--- config.mk ---
export PLATFORM = sky130hd
export DESIGN_NAME = bist_resp_analyzer_flat
export DESIGN_NICKNAME = d
export VERILOG_FILES = /design/src/rtl/bist_pkg.sv /design/src/rtl/bist_resp_analyzer_if.sv /design/src/rtl/bist_fail_fifo.sv /design/src/rtl/bist_resp_analyzer.sv /design/src/flat_wrapper.sv
export SDC_FILE = /design/constraint.sdc
export NUM_CORES = 1
export LEC_CHECK = 0
export ABC_AREA = 1
export BUFFER_PORTS_ARGS = -buffer_cell sky130_fd_sc_hd__buf_4
export CAP_MARGIN = 0
export CORE_MARGIN = 1
export CORE_UTILIZATION = 50
export DETAILED_ROUTE_END_ITERATION = 7
export PLACE_DENSITY = 0.81
export SLEW_MARGIN = 20
export SYNTH_ARGS = -nofsm -noshare
export SYNTH_HDL_FRONTEND = slang
export SYNTH_SLANG_ARGS = --single-unit
--- constraint.sdc ---
create_clock -name clk -period 3.5 [get_ports clk]
set_input_delay 0.175 -clock clk [delete_from_list [all_inputs] [get_ports clk]]
set_output_delay 0.175 -clock clk [all_outputs]
set_load 0.01 [all_outputs]
--- src/rtl/bist_pkg.sv ---
// Shared types and default widths for the BIST response analyzer slice.
package bist_pkg;

  localparam int DEF_ADDR_W = 8;
  localparam int DEF_DATA_W = 4;

  typedef enum logic [1:0] {
    IDLE,
    RUN,
    DRAIN,
    DONE
  } bist_state_e;

  typedef struct packed {
    logic [DEF_ADDR_W-1:0] addr;
    logic [DEF_DATA_W-1:0] mask;
  } log_entry_t;

endpackage

--- src/rtl/bist_resp_analyzer_if.sv ---
// Engine-to-analyzer stream: address, expected data, write enable, completion and memory read data.
interface bist_resp_analyzer_if
  import bist_pkg::*;
#(
  parameter int ADDR_W = DEF_ADDR_W,
  parameter int DATA_W = DEF_DATA_W
);

  logic [ADDR_W-1:0] addr_in;
  logic [DATA_W-1:0] exp_dat;
  logic              w_en_in;
  logic              op_done;
  logic [DATA_W-1:0] mem_dat;

  modport master (output addr_in, exp_dat, w_en_in, op_done, mem_dat);
  modport slave  (input  addr_in, exp_dat, w_en_in, op_done, mem_dat);

endinterface

--- src/rtl/bist_fail_fifo.sv ---
// Synchronous fail-log FIFO with synchronous clear and a sticky overflow flag.
module bist_fail_fifo #(
  parameter int WIDTH = 12,
  parameter int DEPTH = 4
) (
  input  logic             clk,
  input  logic             rst_n,
  input  logic             clr,
  input  logic             push,
  input  logic [WIDTH-1:0] push_data,
  input  logic             pop,
  output logic [WIDTH-1:0] pop_data,
  output logic             full,
  output logic             empty,
  output logic             ovf
);

  localparam int PTR_W = $clog2(DEPTH);
  localparam int CNT_W = PTR_W + 1;

  logic [WIDTH-1:0] mem_q [DEPTH];
  logic [PTR_W-1:0] wr_ptr_q, wr_ptr_d;
  logic [PTR_W-1:0] rd_ptr_q, rd_ptr_d;
  logic [CNT_W-1:0] cnt_q, cnt_d;
  logic             ovf_q, ovf_d;
  logic             do_push, do_pop;

  assign full  = (cnt_q == CNT_W'(DEPTH));
  assign empty = (cnt_q == '0);
  assign ovf   = ovf_q;

  always_comb begin
    do_pop   = pop && !empty;
    // A full FIFO still accepts a push when the same cycle frees a slot.
    do_push  = push && (!full || do_pop);
    wr_ptr_d = wr_ptr_q;
    rd_ptr_d = rd_ptr_q;
    cnt_d    = cnt_q;
    ovf_d    = ovf_q;
    if (clr) begin
      wr_ptr_d = '0;
      rd_ptr_d = '0;
      cnt_d    = '0;
      ovf_d    = 1'b0;
    end else begin
      if (do_push) wr_ptr_d = wr_ptr_q + 1'b1;
      if (do_pop)  rd_ptr_d = rd_ptr_q + 1'b1;
      cnt_d = cnt_q + CNT_W'(do_push) - CNT_W'(do_pop);
      if (push && !do_push) ovf_d = 1'b1;
    end
  end

  always_ff @(posedge clk or negedge rst_n) begin
    if (!rst_n) begin
      wr_ptr_q <= '0;
      rd_ptr_q <= '0;
      cnt_q    <= '0;
      ovf_q    <= 1'b0;
    end else begin
      wr_ptr_q <= wr_ptr_d;
      rd_ptr_q <= rd_ptr_d;
      cnt_q    <= cnt_d;
      ovf_q    <= ovf_d;
    end
  end

  // NOTE: storage has no reset; pointers define validity and pop_data is gated while empty.
  always_ff @(posedge clk) begin
    if (do_push && !clr) mem_q[wr_ptr_q] <= push_data;
  end

  assign pop_data = empty ? '0 : mem_q[rd_ptr_q];

endmodule

--- src/rtl/bist_resp_analyzer.sv ---
// BIST response analyzer: compares memory read data against the engine's expected stream.
// Define BIST_FAIL_LOG_EN to build the fail log; otherwise the log outputs are tied to 0.
module bist_resp_analyzer
  import bist_pkg::*;
#(
  parameter int ADDR_W    = DEF_ADDR_W,
  parameter int DATA_W    = DEF_DATA_W,
  parameter int READ_LAT  = 1,
  parameter int CNT_W     = 8,
  parameter int LOG_DEPTH = 4
) (
  input  logic                     clk,
  input  logic                     rst_n,
  input  logic                     en,
  bist_resp_analyzer_if.slave      eng,
  output logic                     done,
  output logic                     pass,
  output logic [CNT_W-1:0]         fail_cnt,
  output logic [DATA_W-1:0]        fail_bits,
  output logic                     ff_valid,
  output logic [ADDR_W-1:0]        ff_addr,
  output logic [DATA_W-1:0]        ff_exp,
  output logic [DATA_W-1:0]        ff_act,
  input  logic                     log_rd,
  output logic                     log_valid,
  output logic [ADDR_W+DATA_W-1:0] log_data,
  output logic                     log_ovf
);

  typedef struct packed {
    logic              vld;
    logic [ADDR_W-1:0] addr;
    logic [DATA_W-1:0] exp;
  } pipe_t;

  bist_state_e       state_q, state_d;
  logic [1:0]        drain_q, drain_d;
  pipe_t             pipe_q [READ_LAT];
  pipe_t             pipe_d [READ_LAT];
  logic              done_q, done_d;
  logic              pass_q, pass_d;
  logic [CNT_W-1:0]  fail_cnt_q, fail_cnt_d;
  logic [DATA_W-1:0] fail_bits_q, fail_bits_d;
  logic              ff_valid_q, ff_valid_d;
  logic [ADDR_W-1:0] ff_addr_q, ff_addr_d;
  logic [DATA_W-1:0] ff_exp_q, ff_exp_d;
  logic [DATA_W-1:0] ff_act_q, ff_act_d;

  logic              start, sample, cmp_active, mismatch;
  pipe_t             tail;
  logic [DATA_W-1:0] mask;

  assign start      = (state_q == IDLE) && en;
  assign sample     = (state_q == RUN) && en && !eng.w_en_in;
  assign cmp_active = ((state_q == RUN) || (state_q == DRAIN)) && en;
  assign tail       = pipe_q[READ_LAT-1];
  assign mask       = tail.exp ^ eng.mem_dat;
  assign mismatch   = cmp_active && tail.vld && (mask != '0);

  always_comb begin
    // NOTE: every _d starts from its held value so no branch can infer a latch.
    state_d     = state_q;
    drain_d     = drain_q;
    fail_cnt_d  = fail_cnt_q;
    fail_bits_d = fail_bits_q;
    ff_valid_d  = ff_valid_q;
    ff_addr_d   = ff_addr_q;
    ff_exp_d    = ff_exp_q;
    ff_act_d    = ff_act_q;

    case (state_q)
      IDLE:  if (en) state_d = RUN;
      RUN: begin
        if (!en) state_d = IDLE;
        else if (eng.op_done) begin
          state_d = DRAIN;
          drain_d = 2'(READ_LAT - 1);
        end
      end
      DRAIN: begin
        if (!en) state_d = IDLE;
        else if (drain_q == '0) state_d = DONE;
        else drain_d = drain_q - 2'd1;
      end
      DONE:    if (!en) state_d = IDLE;
      default: state_d = IDLE;
    endcase

    // Entries shift one stage per cycle; write cycles and non-RUN cycles insert bubbles.
    pipe_d[0] = '{vld: sample, addr: eng.addr_in, exp: eng.exp_dat};
    for (int i = 1; i < READ_LAT; i++) pipe_d[i] = pipe_q[i-1];

    if (start) begin
      for (int i = 0; i < READ_LAT; i++) pipe_d[i] = '0;
      fail_cnt_d  = '0;
      fail_bits_d = '0;
      ff_valid_d  = 1'b0;
      ff_addr_d   = '0;
      ff_exp_d    = '0;
      ff_act_d    = '0;
    end else if (mismatch) begin
      if (fail_cnt_q != '1) fail_cnt_d = fail_cnt_q + 1'b1;
      fail_bits_d = fail_bits_q | mask;
      if (!ff_valid_q) begin
        ff_valid_d = 1'b1;
        ff_addr_d  = tail.addr;
        ff_exp_d   = tail.exp;
        ff_act_d   = eng.mem_dat;
      end
    end

    done_d = (state_d == DONE);
    pass_d = done_d && (fail_cnt_d == '0);
  end

  always_ff @(posedge clk or negedge rst_n) begin
    if (!rst_n) begin
      state_q     <= IDLE;
      drain_q     <= '0;
      for (int i = 0; i < READ_LAT; i++) pipe_q[i] <= '0;
      done_q      <= 1'b0;
      pass_q      <= 1'b0;
      fail_cnt_q  <= '0;
      fail_bits_q <= '0;
      ff_valid_q  <= 1'b0;
      ff_addr_q   <= '0;
      ff_exp_q    <= '0;
      ff_act_q    <= '0;
    end else begin
      // NOTE: non-blocking assignments make every flop update from the same pre-edge values.
      state_q     <= state_d;
      drain_q     <= drain_d;
      pipe_q      <= pipe_d;
      done_q      <= done_d;
      pass_q      <= pass_d;
      fail_cnt_q  <= fail_cnt_d;
      fail_bits_q <= fail_bits_d;
      ff_valid_q  <= ff_valid_d;
      ff_addr_q   <= ff_addr_d;
      ff_exp_q    <= ff_exp_d;
      ff_act_q    <= ff_act_d;
    end
  end

  assign done      = done_q;
  assign pass      = pass_q;
  assign fail_cnt  = fail_cnt_q;
  assign fail_bits = fail_bits_q;
  assign ff_valid  = ff_valid_q;
  assign ff_addr   = ff_addr_q;
  assign ff_exp    = ff_exp_q;
  assign ff_act    = ff_act_q;

`ifdef BIST_FAIL_LOG_EN
  logic log_empty;
  logic log_full_unused;

  bist_fail_fifo #(
    .WIDTH (ADDR_W + DATA_W),
    .DEPTH (LOG_DEPTH)
  ) u_fail_fifo (
    .clk       (clk),
    .rst_n     (rst_n),
    .clr       (start),
    .push      (mismatch),
    .push_data ({tail.addr, mask}),
    .pop       (log_rd),
    .pop_data  (log_data),
    .full      (log_full_unused),
    .empty     (log_empty),
    .ovf       (log_ovf)
  );

  assign log_valid = !log_empty;
`else
  localparam int log_depth_unused = LOG_DEPTH;
  logic log_rd_unused;

  assign log_rd_unused = log_rd;
  assign log_valid     = 1'b0;
  assign log_data      = '0;
  assign log_ovf       = 1'b0;
`endif

endmodule

--- src/flat_wrapper.sv ---
// flat-port wrapper written by rule: the top's interface ports become plain ports
module bist_resp_analyzer_flat import bist_pkg::*;
#(
  parameter int ADDR_W    = DEF_ADDR_W,
  parameter int DATA_W    = DEF_DATA_W,
  parameter int READ_LAT  = 1,
  parameter int CNT_W     = 8,
  parameter int LOG_DEPTH = 4
)
  (clk, rst_n, en, done, pass, fail_cnt, fail_bits, ff_valid, ff_addr, ff_exp, ff_act, log_rd, log_valid, log_data, log_ovf, eng_addr_in, eng_exp_dat, eng_w_en_in, eng_op_done, eng_mem_dat);
  bist_resp_analyzer_if #(.ADDR_W(ADDR_W), .DATA_W(DATA_W)) eng_i ();
  input  logic clk;
  input  logic rst_n;
  input  logic en;
  output logic done;
  output logic pass;
  output logic [CNT_W-1:0] fail_cnt;
  output logic [DATA_W-1:0] fail_bits;
  output logic ff_valid;
  output logic [ADDR_W-1:0] ff_addr;
  output logic [DATA_W-1:0] ff_exp;
  output logic [DATA_W-1:0] ff_act;
  input  logic log_rd;
  output logic log_valid;
  output logic [ADDR_W+DATA_W-1:0] log_data;
  output logic log_ovf;
  input wire logic [$bits(eng_i.addr_in)-1:0] eng_addr_in;
  input wire logic [$bits(eng_i.exp_dat)-1:0] eng_exp_dat;
  input wire logic [$bits(eng_i.w_en_in)-1:0] eng_w_en_in;
  input wire logic [$bits(eng_i.op_done)-1:0] eng_op_done;
  input wire logic [$bits(eng_i.mem_dat)-1:0] eng_mem_dat;
  assign eng_i.addr_in = eng_addr_in;
  assign eng_i.exp_dat = eng_exp_dat;
  assign eng_i.w_en_in = eng_w_en_in;
  assign eng_i.op_done = eng_op_done;
  assign eng_i.mem_dat = eng_mem_dat;
  bist_resp_analyzer #(.ADDR_W(ADDR_W), .DATA_W(DATA_W), .READ_LAT(READ_LAT), .CNT_W(CNT_W), .LOG_DEPTH(LOG_DEPTH)) u_core (.clk(clk), .rst_n(rst_n), .en(en), .eng(eng_i), .done(done), .pass(pass), .fail_cnt(fail_cnt), .fail_bits(fail_bits), .ff_valid(ff_valid), .ff_addr(ff_addr), .ff_exp(ff_exp), .ff_act(ff_act), .log_rd(log_rd), .log_valid(log_valid), .log_data(log_data), .log_ovf(log_ovf));
endmodule
* Word level (Yosys, flattened, before mapping)
Cells that the tools add are included.
** Storage, ports and cells
- Logic and storage cells :: 73
- Register bits :: 48
- Bits of input ports :: 22
** Operators by class
- Mux-type cells :: 29
- Reductions and logical operators :: 17
- Bitwise gates (word level) :: 2
- Add/subtract/negate cells :: 2
- Equal/unequal tests :: 10
** Operators with widths (number)
- 8-bit two-way mux :: 6
- 4-bit two-way mux :: 8
- 2-bit two-way mux :: 10
- 13-bit two-way mux :: 1
- 2-bit != test, second input constant :: 5
- 8-bit by 1-bit adder with 8-bit output, second input constant :: 1
- 8-bit zero test :: 1
- 8-bit != test, second input constant :: 1
- 2-bit case mux with 4 select lines :: 1
- 1-bit logical AND :: 7
- 2-bit equality test, second input constant :: 3
- 5-bit AND reduction :: 1
- 2-bit zero test :: 2
- 4-bit OR :: 1
- 2-bit case mux with 2 select lines :: 1
- 2-bit nonzero test :: 2
- 4-bit nonzero test :: 1
- 4-bit XOR :: 1
- 2-bit by 1-bit equality test with 1-bit output, second input constant :: 1
- 1-bit two-way mux :: 2
- 2-bit AND reduction :: 1
- 2-bit by 1-bit subtractor with 2-bit output, second input constant :: 1
- 1-bit zero test :: 1
- 1-bit logical OR :: 1

* Longest topological paths before layout
Gate-level depths: netlist of the first run.
- Depth after elaboration :: 9
- Depth in mapped cells :: 13
- Depth with buffers taken out :: 13

* Worst setup path after synthesis of the first run
Ideal clock, no wire load.
- Path type :: reg2reg
- Start :: register u_core.state_q[1]
- End :: register u_core.ff_addr_q[6] (netlist: u_core.ff_addr[6])
- Clock period less this slack :: 1.592 ns
- Path buffers :: 1
- Data arrival time :: 1.467 ns
- Slack :: 1.908 ns
- Required time :: 3.374 ns
- Library setup time :: 0.126 ns
- Stages on the path, launching flop included :: 9
- Cells stage by stage :: dfrtp_1 inv_1 ha_1 nand3_2 clkinv_2 nand2_4 o21ai_4 buf_4 o21ai_0
** On the way
- Cells in the longest elaborated chain, start to end :: 7
** RTL lines
- start, declared :: line bist_resp_analyzer.sv:36 : bist_state_e state_q, state_d;
- start signal, assigned :: line bist_resp_analyzer.sv:131 : state_q <= state_d;
- 2-bit by 1-bit equality test with 1-bit output / 2-bit equality test (equally long branches) :: line bist_resp_analyzer.sv:55 : assign cmp_active = ((state_q == RUN) || (state_q == DRAIN)) && en;
- 1-bit logical OR :: line bist_resp_analyzer.sv:55
- 1-bit logical AND :: line bist_resp_analyzer.sv:55
- 1-bit logical AND (2 in a row) :: line bist_resp_analyzer.sv:58 : assign mismatch = cmp_active && tail.vld && (mask != '0);
- 2-bit nonzero test (no source line)
- 2-bit AND reduction (no source line)
- end signal, assigned :: line bist_resp_analyzer.sv:139 : ff_addr_q <= ff_addr_d;
- end, declared :: line bist_resp_analyzer.sv:45 : logic [ADDR_W-1:0] ff_addr_q, ff_addr_d;
Parallel ways exist; a longest one is shown, timed or not.
A chain may end at the register's enable or synchronous reset.

* Final worst setup path of the first run
- Start :: register u_core.state_q[1]
- End :: register u_core.ff_exp_q[0] (netlist: u_core.ff_exp[0])
** On the way
- Cells in the longest elaborated chain, start to end :: 7
** RTL lines
- 2-bit by 1-bit equality test with 1-bit output / 2-bit equality test (equally long branches) :: line bist_resp_analyzer.sv:55
- 1-bit logical OR :: line bist_resp_analyzer.sv:55
- 1-bit logical AND :: line bist_resp_analyzer.sv:55
- 1-bit logical AND (2 in a row) :: line bist_resp_analyzer.sv:58
- 2-bit nonzero test (no source line)
- 2-bit AND reduction (no source line)
- end signal, assigned :: line bist_resp_analyzer.sv:140 : ff_exp_q <= ff_exp_d;
- end, declared :: line bist_resp_analyzer.sv:46 : logic [DATA_W-1:0] ff_exp_q, ff_exp_d;
Parallel ways exist; a longest one is shown, timed or not.

==> metrics, run 1 <==
vias in the first global route=between 1500 and 2000; GP Congestion=0.8796; CTS sink count=48; Via density=4.709; Syn Inst Count=301; Post-CTS Setup Inserts=0; Final ANT Viol Nets=0; Layout area overhead=22.01%; CP Max Fanout=20; PD cells=626.7 nW/um^2; htree depth=2; Pre-Repair DR Iteration Count=4; CTS tree=done; predominant post-synthesis flop cell=dfrtp_1; clk_skew=between 7 and 8 ps; Critical Path Sink Type=flop; Inserted Diodes=0; class of the worst hold path=in2reg; DRC=0; crit path time final=roughly 2200 ps; Core Area=roughly 4800 um^2; peak supply drop=around 0.0004 V; synth top area cells=dfrtp_1 48%, nand2_1 9.4%, inv_1 8.6%; Clk Latency, worst-skew pair=about 310 ps; Critical Path AT=2370 ps; Top delay family on crit path=simple AND/OR/NAND/NOR gates; Die Area=5242 um^2; list of most frequent post-synthesis cells=62 x nand2_1, 57 x inv_1, 48 x dfrtp_1; EDFF count, synth=0; final setup fails=0; Die W=just over 70 um; Achievable Freq=464.2 MHz; initial antenna violation count=0; layout cell share with drive strength beyond 1=21.13%; Critical-path top delay cell=nand2_1; Critical Path RT=3720 ps; top-area cell type share of the netlist area=48.46%; # rows=25; vias post-DR=1987; DRT iter0 DRCs=220; Fin Setup TNS=0 ps; Largest stage delay, worst path=570 ps; Initial Utilization=a little over half; Syn Std Cell Area=2479 um^2; nets@finish=383; global-route wire length before repair=roughly 8.5 mm; final core utilization=roughly 64%; Tcrit/Tclk final=61.54%; Synth cell types=32; cts bufs inserted=5; Leak Pwr=between 0.0015 and 0.002 uW; largest net degree at the start of global routing=49; Routed WL=4.901 mm; max-cap violations=0; GR Util All Layers=21.07%; Synth warnings=0; relative slew slack=49.40%; Port Buffers=51; Final Hold Viols=0; asr flop ratio synth=100.0%; crit path cell chain=inv_1 -> ha_1 -> nand2_1 -> nand3_1 -> o22ai_1; Worst-path clk slew=90 ps; sequential element share of the synthesized area=between 40% and 50%; Critical Path Start Type=flop; Die Y=between 70 and 80 um; CTS max path bufs=2; Worst Path Buf+Inv=1; RSZ-0062 raised after global routing=false; most common cell in the netlist=nand2_1; #FFs+latches synth=48; WHS=33.95 ps; GRT overflow=0; WS Path Type=reg2reg; outcome=finished clean; average size of a mapped cell=around 8.2 um^2; Slew Limit Fails=0; Tightest Pin Transition=757.2 ps; Yosys top cell by area=dfrtp_1; I/O pins=67; Clk Tree Root Cell=clkbuf_8; Detailed Place HPWL=3.431 mm; WL/cell=between 10 and 15 um
[through the flow]
stage	worst slack (ps)	std cells	total power (uW)	instance area, um^2
6_report	1346	422	1895	3024
3_3_place_gp	1444	413	1335	2855
5_1_grt	1138	422	2027	3024
4_1_cts	1367	422	1910	3024
3_5_place_dp	1409	413	1359	2855
2_1_floorplan	1908	314	1158	2527
[layer usage]
metal	vias to the layer above	share of wire [%]	GRT usage, %
met5	-	0	0
met4	0	1.3	5.882
met3	7	5.4	5.972
met2	50	51	37.49
met1	925	42	24.84
li1	1005	-	-
[power breakdown]
part           internal [uW]  switching [uW]  leakage, uW  total, uW
combinational            240             351      0.00102        590
clock                    357             192    0.0000784        549
sequential               676            79.9     0.000639        756
[cell families (layout without fill, tap and decap cells)]
family	Yosys count	after routing	synth area share (%)
AND/OR/NAND/NOR	128	128	23.73
buffers and inverters	82	123	15.19
flip-flops	48	48	48.46
AO/OA/AOI/OAI	33	33	8.228
adder cells (fa/ha/maj)	7	7	3.533
XOR/XNOR	2	2	0.7068
other	1	14	0.1513
[cell usage in the layout (no fill, tap or decap), types with 3 or more instances in the layout]
cell type / n
nand2_1: 62
inv_1: 57
buf_4: 51
dfrtp_1: 48
nand3_1: 27
nor2_1: 25
conb_1: 14
o22ai_1: 9
o21ai_1: 7
ha_1: 7
a21oi_1: 6
o21ai_0: 5
clkbuf_8: 5
inv_2: 4
o211ai_1: 3
bufinv_16: 3
[timing repair]
item,4_1_cts,5_1_grt
gates resized for setup,0,0
endpoints found under the setup margin,0,0
endpoints found under the hold margin,48,0
hold buffers,1,0
[registers in the layout, indices dropped and copies added, names as in the netlist]
| register | cells |
|---|---|
| u_core.done | 1 |
| u_core.drain_q | 2 |
| u_core.fail_bits | 4 |
| u_core.fail_cnt | 8 |
| u_core.ff_act | 4 |
| u_core.ff_addr | 8 |
| u_core.ff_exp | 4 |
| u_core.ff_valid | 1 |
| u_core.pass | 1 |
| u_core.pipe_q | 13 |
| u_core.state_q | 2 |
[final timing paths]
path                                            endpoint                   startpoint  cells after the start  slack, ps
max                         u_core.ff_exp[0]$_DFFE_PN0P_  u_core.state_q[1]$_DFF_PN0_                      5       1350
min reg2reg                u_core.ff_addr[3]$_DFFE_PN0P_   u_core.pipe_q[7]$_DFF_PN0_                      2        490
min                          u_core.pipe_q[12]$_DFF_PN0_                  eng_w_en_in                      2         30
max in group asynchronous     u_core.pipe_q[1]$_DFF_PN0_                        rst_n                      2       2680
max reg2reg                 u_core.ff_exp[0]$_DFFE_PN0P_  u_core.state_q[1]$_DFF_PN0_                      5       1350
min in group asynchronous     u_core.pipe_q[8]$_DFF_PN0_                        rst_n                      2        410
[area by class of cell]
cell class,count,area [um^2]
Clock buffer,5,68.82
Tap cell,67,83.83
Inverter,63,237.7
Sequential cell,48,1201
Multi-Input combinational cell,184,949.7
Timing Repair Buffer,52,392.9
Fill cell,414,1730
Clock inverter,3,90.09
Note: power is estimated with default switching activity, not from simulation.
==> run 2, diff against run 1 <==
ABC_AREA = 0   (was 1)
PLACE_DENSITY = 0.82   (was 0.81)
clock period = 2.19 ns   (was 3.5 ns; I/O delays follow)
==> metrics, run 2 <==
outcome=finished clean; DR WL met2=2.148 mm; average size of a mapped cell=11.35 um^2; Critical Path RT=2390 ps; asr flop ratio synth=100.0%; max FFs per register=13; Critical Path Start Type=flop; GP Congestion=about 0.84; Leak Pwr=0.001370 uW; CP Max Fanout=6; M1 WL=about 1.8 mm; commonest non-fill, non-tap cell in the layout=buf_4; RSZ-0062 raised after global routing=true; Worst R2R Path Depth=8; Yosys top cell by area=dfrtp_1; vias post-DR=roughly 1600; met3 wire length=189 um; Pre-Repair DR Iteration Count=4; final setup fails=0; predominant post-synthesis flop cell=dfrtp_1; Initial Utilization=53.31%; Worst-path clk slew=90 ps; GRT overflow=0; htree depth=2; nets@finish=about 280; CTS max path bufs=2; Biggest register=u_core.pipe_q; Clk Latency, worst-skew pair=around 290 ps; WL/cell=13.84 um; vias in the first global route=1492; Synth warnings=0; crit path cell chain=inv_1 -> ha_1 -> and3_2 -> o41ai_4 -> nor3_2 -> mux2i_1 -> a41oi_2 -> nor4b_2; #FFs+latches synth=48; global-route wire length before repair=roughly 6.7 mm; Core Area=4086 um^2; Routed WL=4.195 mm; top-area cell type share of the netlist area=between 50% and 60%; # rows=23; CTS tree=done; Syn Std Cell Area=between 2000 and 2500 um^2; final core utilization=67.39%; largest net degree at the start of global routing=49; Layout area overhead=26.42%; crit path time final=2111 ps; WS Path Type=reg2reg; clk_skew=6.676 ps; sequential element share of the synthesized area=55.14%; cts bufs inserted=5; Tightest Pin Transition=636.7 ps; Critical-path top delay cell=dfrtp_1; Critical Path Sink Type=flop; I/O pins=67; Synth cell types=39; Die Y=68.01 um; list of most frequent post-synthesis cells=48 x dfrtp_1, 15 x a22o_1, 15 x and2_1, 15 x nor2_1, 14 x buf_4; Final Hold Viols=0; Clk Tree Root Cell=clkbuf_8; peak supply drop=0.0004665 V; CTS sink count=48; top sig layer=met4; Critical Path AT=~2300 ps; Final ANT Viol Nets=0; max-cap violations=0; relative slew slack=57.42%; class of the worst hold path=in2reg; fillers=331; hold path cells=2; Die W=68.01 um; Die Area=4625 um^2; GR Util All Layers=slightly below 20%; PD cells=849.7 nW/um^2; Port Buffers=51; EDFF count, synth=0; synth top area cells=dfrtp_1 55%, a22o_1 6.0%, buf_4 4.8%; DRT iter0 DRCs=144; Slew Limit Fails=0; Inserted Diodes=0; Largest stage delay, worst path=around 380 ps; DRC=0; fin cells=about 300; Detailed Place HPWL=3.056 mm; most common cell in the netlist=dfrtp_1; dpl cells=291; Via density=5.317; Achievable Freq=~470 MHz; layout cell share with drive strength beyond 1=30.83%; Syn Inst Count=192; initial antenna violation count=0; Tcrit/Tclk final=96.37%; most frequent cells in the layout=58 x buf_4, 48 x dfrtp_1, 15 x and2_1, 15 x nor2_1, 15 x a22o_1
## run 2: stage by stage
stage               hold slack [ps]  TNS (ps)  instance area [um^2]  power (uW)  setup WS (ps)
floorplan                    -186.1         0                  2227        1540          24.15
global placement              148.9         0                  2589        1759          29.68
detailed placement            149.7    -239.8                  2589        1794         -44.01
CTS                           13.47         0                  2724        2342         0.5791
global route                  2.808    -66.00                  2754        2493         -66.00
finish                        19.78         0                  2754        2340          79.39
## run 2: critical path: cells and delay by family (launching register included)
| kind | cells | cell delay (ps) |
|---|---|---|
| DFF | 1 | 380 |
| AOI/OAI and AO/OA | 2 | 270 |
| muxes | 1 | 290 |
| and+or+nand+nor | 3 | 720 |
| buffers and inverters | 1 | 60 |
| adders and majority gates | 1 | 290 |
## run 2: timing repair
action | 4_1_cts | 5_1_grt
cloned | 0 | 0
setup endpoints to repair | 17 | 17
setup buffers | 1 | 0
hold buffers | 2 | 1
resized for setup | 2 | 4
pin swaps | 1 | 1
hold endpoints to repair | 49 | 1
## run 2: where the power goes
| part | switching, uW | total, uW | leakage, uW | internal [uW] |
|---|---|---|---|---|
| Clock | 282 | 540 | 0.0000516 | 258 |
| Combinational | 395 | 705 | 0.000672 | 310 |
| Sequential | 76.6 | 1090 | 0.000646 | 1020 |
| Total | 754 | 2340 | 0.00137 | 1590 |
## run 2: path summary, 6_finish.rpt
kind                                                   from                            end  slack, ps
worst max-delay path            u_core.state_q[0]$_DFF_PN0_          u_core.pass$_DFF_PN0_         80
worst min-delay path                         eng_addr_in[4]     u_core.pipe_q[8]$_DFF_PN0_         20
worst max register to register  u_core.state_q[0]$_DFF_PN0_          u_core.pass$_DFF_PN0_         80
worst min register to register   u_core.pipe_q[5]$_DFF_PN0_  u_core.ff_addr[1]$_DFFE_PN0P_        480
max in group asynchronous                             rst_n   u_core.fail_cnt[7]$_DFF_PN0_       1440
min in group asynchronous                             rst_n  u_core.ff_addr[2]$_DFFE_PN0P_        360
## run 2: kinds of logic (layout without fill, tap and decap cells)
family          count (synthesis)  count (layout)  synth area share, %
other cells                     1              14               0.1721
simple gates                   57              57                13.79
flops                          48              48                55.14
buf+inv                        28              76                7.352
compound gates                 39              39                14.19
mux                             5               5                2.527
xor+xnor                        7               7                2.815
fa+ha+maj                       7               7                4.020
## run 2: layout make-up
type | instances | area (um^2) | share of cell area (%)
clock buffers | 6 | 82.58 | 2.999
clock inverters | 2 | 13.76 | 0.4998
inverters | 7 | 26.28 | 0.9541
multi-input cells | 129 | 902.1 | 32.76
flip-flops and latches | 48 | 1201 | 43.62
well taps | 50 | 62.56 | 2.272
repair buffers | 61 | 465.4 | 16.90
## run 2: metal layers
layer / track usage [%] / vias up
met5: 0 / -
met4: 4.688 / 0
met3: 5.667 / 2
met2: 33.82 / 50
met1: 24.35 / 806
li1: - / 753
